## src/rtl/max_pool_stream_pkg.sv

```systemverilog
// Shared defaults and helpers for the streaming 2x2 / stride-2 max-pool stage.
package max_pool_stream_pkg;

    localparam int unsigned DEF_FILTERS  = 1;
    localparam int unsigned DEF_IN_SIZE  = 4;
    localparam int unsigned DEF_BIT_SIZE = 16;

    // Pooled map side length: floor pooling drops an odd trailing row/column.
    function automatic int unsigned pool_out_size(input int unsigned in_size);
        return in_size / 2;
    endfunction

    // Counter width able to hold 0..n-1 (at least one bit).
    function automatic int unsigned idx_width(input int unsigned n);
        return (n > 2) ? $clog2(n) : 1;
    endfunction

endpackage

```

## src/rtl/max_pool_stream_pool_max_unit.sv

```systemverilog
// pool_max_unit: combinational per-channel signed max of two packed channel buses.
//   a, b : FILTERS*BIT_SIZE operands, channel k at [k*BIT_SIZE +: BIT_SIZE]
//   y    : per-channel max, same packing
module pool_max_unit
    import max_pool_stream_pkg::*;
#(
    parameter int unsigned FILTERS  = DEF_FILTERS,
    parameter int unsigned BIT_SIZE = DEF_BIT_SIZE
) (
    input  logic [FILTERS*BIT_SIZE-1:0] a,
    input  logic [FILTERS*BIT_SIZE-1:0] b,
    output logic [FILTERS*BIT_SIZE-1:0] y
);

    for (genvar k = 0; k < FILTERS; k++) begin : g_ch
        logic signed [BIT_SIZE-1:0] ak;
        logic signed [BIT_SIZE-1:0] bk;
        assign ak = a[k*BIT_SIZE +: BIT_SIZE];
        assign bk = b[k*BIT_SIZE +: BIT_SIZE];
        assign y[k*BIT_SIZE +: BIT_SIZE] = (ak >= bk) ? ak : bk;
    end

endmodule

```

## src/rtl/max_pool_stream.sv

```systemverilog
// max_pool_stream: streaming 2x2 / stride-2 max pool over a raster-ordered feature map.
//   clk, rst            : clock, asynchronous active-high reset
//   in_valid/in_ready   : input handshake, one spatial position (all channels) per beat
//   in_data             : FILTERS*BIT_SIZE pixel, channel k at [k*BIT_SIZE +: BIT_SIZE]
//   out_valid/out_ready : output handshake, one pooled position per 2x2 window
//   out_data            : pooled result, same channel packing
//   frame_done          : 1-cycle pulse after the frame's last pooled beat is accepted
module max_pool_stream
    import max_pool_stream_pkg::*;
#(
    parameter int unsigned FILTERS  = DEF_FILTERS,
    parameter int unsigned IN_SIZE  = DEF_IN_SIZE,
    parameter int unsigned BIT_SIZE = DEF_BIT_SIZE
) (
    input  logic                        clk,
    input  logic                        rst,
    input  logic                        in_valid,
    output logic                        in_ready,
    input  logic [FILTERS*BIT_SIZE-1:0] in_data,
    output logic                        out_valid,
    input  logic                        out_ready,
    output logic [FILTERS*BIT_SIZE-1:0] out_data,
    output logic                        frame_done
);

    localparam int unsigned OUT_SIZE = pool_out_size(IN_SIZE);
    localparam int unsigned W        = FILTERS * BIT_SIZE;
    localparam int unsigned CW       = idx_width(IN_SIZE);
    localparam int unsigned LW       = idx_width(OUT_SIZE);
    localparam int unsigned LAST     = 2 * OUT_SIZE - 1;

    logic [CW-1:0] col;
    logic [CW-1:0] row;
    logic [W-1:0]  hold;
    logic [W-1:0]  linebuf [OUT_SIZE];
    logic [W-1:0]  lb_rd;
    logic [W-1:0]  h_max;
    logic [W-1:0]  v_max;
    logic [LW-1:0] lb_idx;
    logic          last_q;
    logic          accept;
    logic          col_end;
    logic          row_end;
    logic          load;
    logic          win_last;
    logic          drain;

    // Single-entry output register: accept whenever it is empty or being drained.
    assign in_ready = !out_valid | out_ready;
    assign accept   = in_valid & in_ready;
    assign drain    = out_valid & out_ready;

    assign col_end  = (col == CW'(IN_SIZE - 1));
    assign row_end  = (row == CW'(IN_SIZE - 1));
    assign lb_idx   = LW'(col >> 1);
    assign lb_rd    = linebuf[lb_idx];
    assign load     = accept & col[0] & row[0];
    assign win_last = (row == CW'(LAST)) & (col == CW'(LAST));

    // Horizontal pair max, then combine with the partial max from the row above.
    pool_max_unit #(.FILTERS(FILTERS), .BIT_SIZE(BIT_SIZE)) u_hmax (
        .a (hold),
        .b (in_data),
        .y (h_max)
    );

    pool_max_unit #(.FILTERS(FILTERS), .BIT_SIZE(BIT_SIZE)) u_vmax (
        .a (lb_rd),
        .b (h_max),
        .y (v_max)
    );

    // Raster position of the next accepted beat.
    always_ff @(posedge clk or posedge rst) begin
        if (rst) begin
            col <= '0;
            row <= '0;
        end else if (accept) begin
            if (col_end) begin
                col <= '0;
                row <= row_end ? '0 : row + CW'(1);
            end else begin
                col <= col + CW'(1);
            end
        end
    end

    // Partial-max storage; contents are always rewritten before being read.
    always_ff @(posedge clk) begin
        if (accept && !col[0]) begin
            hold <= in_data;
        end
        if (accept && col[0] && !row[0]) begin
            linebuf[lb_idx] <= h_max;
        end
    end

    // Output register; a new load wins over a same-edge drain.
    always_ff @(posedge clk or posedge rst) begin
        if (rst) begin
            out_valid  <= 1'b0;
            out_data   <= '0;
            last_q     <= 1'b0;
            frame_done <= 1'b0;
        end else begin
            frame_done <= drain & last_q;
            if (load) begin
                out_valid <= 1'b1;
                out_data  <= v_max;
                last_q    <= win_last;
            end else if (drain) begin
                out_valid <= 1'b0;
            end
        end
    end

endmodule
```

## config.mk

```make
export PLATFORM = sky130hd
export DESIGN_NAME = max_pool_stream
export DESIGN_NICKNAME = d
export VERILOG_FILES = /design/src/rtl/max_pool_stream_pkg.sv /design/src/rtl/max_pool_stream_pool_max_unit.sv /design/src/rtl/max_pool_stream.sv
export SDC_FILE = /design/constraint.sdc
export NUM_CORES = 1
export LEC_CHECK = 0
export CORE_ASPECT_RATIO = 2
export CORE_MARGIN = 2
export CORE_UTILIZATION = 55
export CTS_BUF_LIST = sky130_fd_sc_hd__clkbuf_16
export DETAILED_ROUTE_END_ITERATION = 8
export PLACE_DENSITY = 0.79
export SLEW_MARGIN = 20
export SYNTH_ARGS = -nofsm -noshare
export SYNTH_HDL_FRONTEND = slang
export SYNTH_HIERARCHICAL = 1
export SYNTH_SLANG_ARGS = --single-unit
```

## constraint.sdc

```tcl
create_clock -name clk -period 11.48 [get_ports clk]
set_input_delay 2.296 -clock clk [delete_from_list [all_inputs] [get_ports clk]]
set_output_delay 2.296 -clock clk [all_outputs]
set_load 0.02 [all_outputs]
```

* Yosys cells after proc, flatten, opt, wreduce, memory -nomap -nowiden
Memory sizes are Yosys's and may differ from the RTL's.
Index checks and enable logic that the tools add are counted.
W data, S select, Z words.
** Word-level totals
- Logic and storage cells :: 37
- Register bits :: 39
- Output and inout bits :: 19
- Bits in writable memories :: 32
- Memories :: 1
** Cells by class
- Reductions and logical operators :: 8
- $lt $le $gt $ge :: 2
- Muxes and demuxes :: 8
- Equality and inequality tests :: 2
- Add/sub/neg operators :: 2
- Bitwise gates (word level) :: 7
** Memory list
- linebuf :: words 2, bits a word 16, read ports 1, clocked after memory_dff 0, wr ports 1, line max_pool_stream.sv:35 : logic [W-1:0] linebuf [OUT_SIZE];
** Operators with widths (count)
- $ge A16 B16 Y1 :: 2
- $mux W16 :: 2
- $and A1 B1 Y1 :: 6
- $add A2 B1 Y2 const B :: 2
- $eq A2 B2 Y1 const B :: 2
- $mux W1 :: 4
- $mux W2 :: 2
- $logic_and A1 B1 Y1 :: 3
- $logic_not A1 Y1 :: 3
- $reduce_and A2 Y1 :: 1
- $reduce_bool A2 Y1 :: 1
- $or A1 B1 Y1 :: 1

* Depth between registers and ports, before layout
- Word-level depth :: 7
- Depth in mapped cells :: 19

* Hierarchy
Netlist, hierarchy kept.
** By module, submodules not included
- max_pool_stream :: cells each 129, times used 1, seq. area each 2016.9 µm², area an instance 2605.0 µm²
- pool_max_unit :: cells each 171, times used 2, seq. area each 0.0 µm², area an instance 1107.3 µm²

* Least setup slack after synthesis
No wires, ideal clock.
- Kind :: input -> register
- Start :: input port in_data[15]
- End :: register out_data[11]
- Arrival time :: 5.947 ns
- Stages :: 19
- Data required time :: 11.355 ns
- Setup slack :: 5.408 ns
- Path through :: inv_1 > ha_1 > nand4_2 > nor2_1 > a2111oi_2 > buf_2 > buf_1 > nand4_1 > nand3_1 > inv_1 > ha_1 > nand4_2 > or4_1 > a21o_1 > buf_6 > buf_6 > nand4_1 > nand3_1 > mux2_4
** On the way
- Longest elaborated chain between the ends :: 4
** RTL lines
- start: declaration :: line max_pool_stream.sv:19 : input logic [FILTERS*BIT_SIZE-1:0] in_data,
- $ge A16 B16 Y1 :: line max_pool_stream_pool_max_unit.sv:20 : assign y[k*BIT_SIZE +: BIT_SIZE] = (ak >= bk) ? ak : bk;
- $mux W16 (*) :: line max_pool_stream_pool_max_unit.sv:20
- named net h_max[15] :: line max_pool_stream.sv:37 : logic [W-1:0] h_max;
- $ge A16 B16 Y1 (*) :: line max_pool_stream_pool_max_unit.sv:20
- $mux W16 (*) :: line max_pool_stream_pool_max_unit.sv:20
- named net v_max[11] :: line max_pool_stream.sv:38 : logic [W-1:0] v_max;
- end signal: assignment :: line max_pool_stream.sv:109 : out_data <= v_max;
- end: declaration :: line max_pool_stream.sv:22 : output logic [FILTERS*BIT_SIZE-1:0] out_data,
Mark *: on every way through the listed nets, which the timed path passes. The rest lies on a longest branch.
A chain may end at the register's enable or synchronous reset.

* Worst setup path in the final report
- Start :: input port in_data[15]
- End :: register out_data[3]
The elaborated chain is that of the path after synthesis.

==> flow_metrics.py <==
metrics = {
    "clock_tree": {
        "cts_tree": "yes",
        "cts_buffer_depth": 2,
        "cts.hold.buffers_added": 0,
        "clkSinkCount": 71,
        "clock_latency_ns": 0.34,
        "cts-resized-gates": 0,
        "cts_buffers": 9,
        "h-tree-depth": 3,
        "cts-root-buf": "clkbuf_16",
        "clkSlewWorstSetupHoldPaths_ns": 0.06,
        "cts_setup_buffers": 0,
    },
    "min_path": {
        "whs_path_depth": 1,
        "hold_class": "flop to flop",
        "hold_path.startpoint": "out_data[1]$_DFFE_PP0P_",
    },
    "setup_path": {
        "worstSetupEndpointType": "flop",
        "arrival_ns": 8.23,
        "r2r-start": "hold[15]$_DFFE_PP_",
        "required_ns": 11.70,
        "slowest_stage": "ha_1",
        "crit_path_start_kind": "primary input",
        "crit_start": "in_data[15]",
        "cp_max_fo": 48,
        "crit_type": "primary input to flop",
        "reg2reg_depth": 16,
        "max_stage_delay_ns": 0.86,
        "crit_chain": "clkdlybuf4s50_1 -> inv_1 -> ha_1 -> nand4_2 -> or4_1 -> a21o_1 -> buf_4 -> a22o_1 -> nand3_1 -> inv_1 -> ha_1 -> nand4_2 -> or4_1 -> a21o_1 -> buf_4 -> nand4_1 -> nand3_1 -> mux2_2",
    },
    "route": {
        "final_antenna_net_count": 0,
        "drtIter0Drc": 366,
        "via_per_inst": 6.32,
        "drt-total-wl_um": 10600,
        "drc_errors": 0,
        "drt-pass1-iter-count": 5,
        "num_vias": 3773,
        "post_drt_wl_per_cell_um": 17.8,
    },
    "floorplan": {
        "core_um2": 8590,
        "io_pins": 39,
        "die_h_um": 136,
        "initial_core_util_pct": 56.1,
        "die_area_um2": 9570,
        "die_x_um": 70.2,
        "num_rows": 48,
    },
    "logic_synthesis": {
        "dominantRegCellSynth": "edfxtp_1",
        "avgSynthCellArea_um2": 10.2,
        "synthesis.nets": 525,
        "yosys_register_bits": 71,
        "synth-seq-area-share_pct": 41.8,
        "synth_cell_types": 31,
        "synth_edf_count": 48,
        "netlist_area_um2": 4820,
        "syn_inst": 471,
        "ys_warn_count": 6,
        "async_reset_ff_share_pct": 32.4,
    },
    "pwr": {
        "peakVddDrop_mv": 0.107,
        "power_switching_share_pct": 39.3,
        "clkPwrFrac_pct": 20.3,
        "pwr-share-comb_pct": 50.3,
        "p_leak_nw": 2.30,
        "p_per_area_nw_per_um2": 254,
        "power.switching_mw": 0.550,
        "internal-power_mw": 0.849,
        "seq_power_share_pct": 29.4,
    },
    "final_layout": {
        "nNetsFinal": 546,
        "fin_util_pct": 64.0,
        "diodes": 0,
        "area_growth_pct": 14.1,
        "drive_gt1_share_pct": 13.3,
        "fillers": 676,
    },
    "place": {
        "numPortBuffers": 38,
        "gp_congestion": 0.860,
        "post-dp-hpwl_um": 7500,
    },
    "grt": {
        "grt_remaining_overflow": 0,
        "antenna_found_initial": 0,
        "grt_pass1_wl_um": 17100,
        "grt_usage_pct": 23.1,
        "grt_max_degree": 49,
        "grt_pass1_vias": 3493,
    },
    "timing": {
        "fin_skew_ns": 0.00668,
        "hold_violations": 0,
        "fin_crit_sh_pct": 69.8,
        "slew_headroom_pct": 38.8,
        "fin_hold_ws_ns": 0.505,
        "min_period_ns": 8.01,
        "fin_tns_setup_ns": 0,
        "drv_slew": 0,
        "tightestPinTransition_ns": 0.918,
        "rsz0062_at_grt": "no",
        "setup_viol": 0,
        "fmax_mhz": 125,
    },
    "job": {
        "drv_cap": 0,
    },
    "run_status": {
        "outcome": "finished, final reports clean",
    },
}
## cells in the final DEF, fill, tap and decap left out, drive strengths merged, types with 4 or more instances in the layout
cell,n
mux2,36
a21o,4
edfxtp,48
ha,34
inv,40
clkbuf,10
nand2b,35
a22o,32
nor2,7
nand2,43
dfrtp,23
or4,4
buf,7
nand4,73
nand3,33
clkdlybuf4s50,38
a21oi,12
## metrics by stage
step           worst slack, ns  power, mW  cell area [µm²]  std cells
6_report                  3.47       1.40             5500        597
5_1_grt                   3.04       1.49             5500        597
4_1_cts                   3.53       1.40             5500        597
3_5_place_dp              3.20       1.11             5190        581
3_3_place_gp              3.43       1.08             5190        581
2_1_floorplan             5.41      0.922             4820        471
## Yosys cell counts (7+ instances only)
master,instances,area share (%)
nor2_1,7,0.55
mux2_4,8,2.5
inv_1,36,2.8
dfrtp_1,23,12
nand2_1,43,3.3
mux2_2,28,6.5
a21oi_1,12,1.2
nand2b_1,34,4.4
a22o_1,32,5.8
ha_1,34,8.8
buf_6,11,2.6
buf_2,8,0.83
nand4_1,70,9.1
nand3_1,33,3.4
edfxtp_1,48,30
clkbuf_1,12,0.93
## sequential cells by signal (all words and copies together) (netlist names)
name,cells
linebuf,32
out_valid,1
out_data,16
col,2
hold,16
last_q,1
frame_done,1
row,2
## final timing paths
check	end	slack, ns
max	out_data[3]$_DFFE_PP0P_	3.47
min	out_data[1]$_DFFE_PP0P_	0.50
max reg2reg	out_data[3]$_DFFE_PP0P_	5.56
min reg2reg	out_data[1]$_DFFE_PP0P_	0.50
max in group asynchronous	out_data[0]$_DFFE_PP0P_	8.45
min in group asynchronous	out_data[6]$_DFFE_PP0P_	2.47
## per-layer routing
layer / part of all wire (%) / GRT usage [%]
met5: 0 / 0
met4: 3.2 / 11.5
met3: 3.7 / 3.34
met2: 55 / 43.9
met1: 38 / 24.3
## logic make-up after synthesis
family                   synth area share (%)
flip-flops                               41.8
AND/OR/NAND/NOR                          23.8
multiplexers                             9.24
adder cells (fa/ha/maj)                  8.83
buffers and inverters                    7.45
AO/OA/AOI/OAI                            8.83
## critical path, delay by kind of cell
kind / cells / cell delay, ns
buf+inv: 5 / 1.19
compound gates: 3 / 0.60
fa+ha+maj: 2 / 1.70
mux: 1 / 0.28
simple gates: 7 / 2.14
## power by group through the flow
stage	Combinational, mW	Sequential, mW	Clock (mW)
finish	0.703	0.410	0.284
global route	0.770	0.420	0.299
CTS	0.700	0.411	0.289
detailed placement	0.693	0.416	0
global placement	0.666	0.412	0
floorplan	0.494	0.428	0
## cell type report
cell class | instances | area (µm²) | area share (%)
multi-input combinational | 329 | 2480 | 45.1
sequential | 71 | 2020 | 36.7
timing repair buffer | 45 | 433 | 7.87
clock buffer | 10 | 250 | 4.55
inverter | 36 | 135 | 2.46
tap | 100 | 125 | 2.28
clock inverter | 6 | 57.6 | 1.05
No activity file was read; power rests on OpenSTA's default activity.
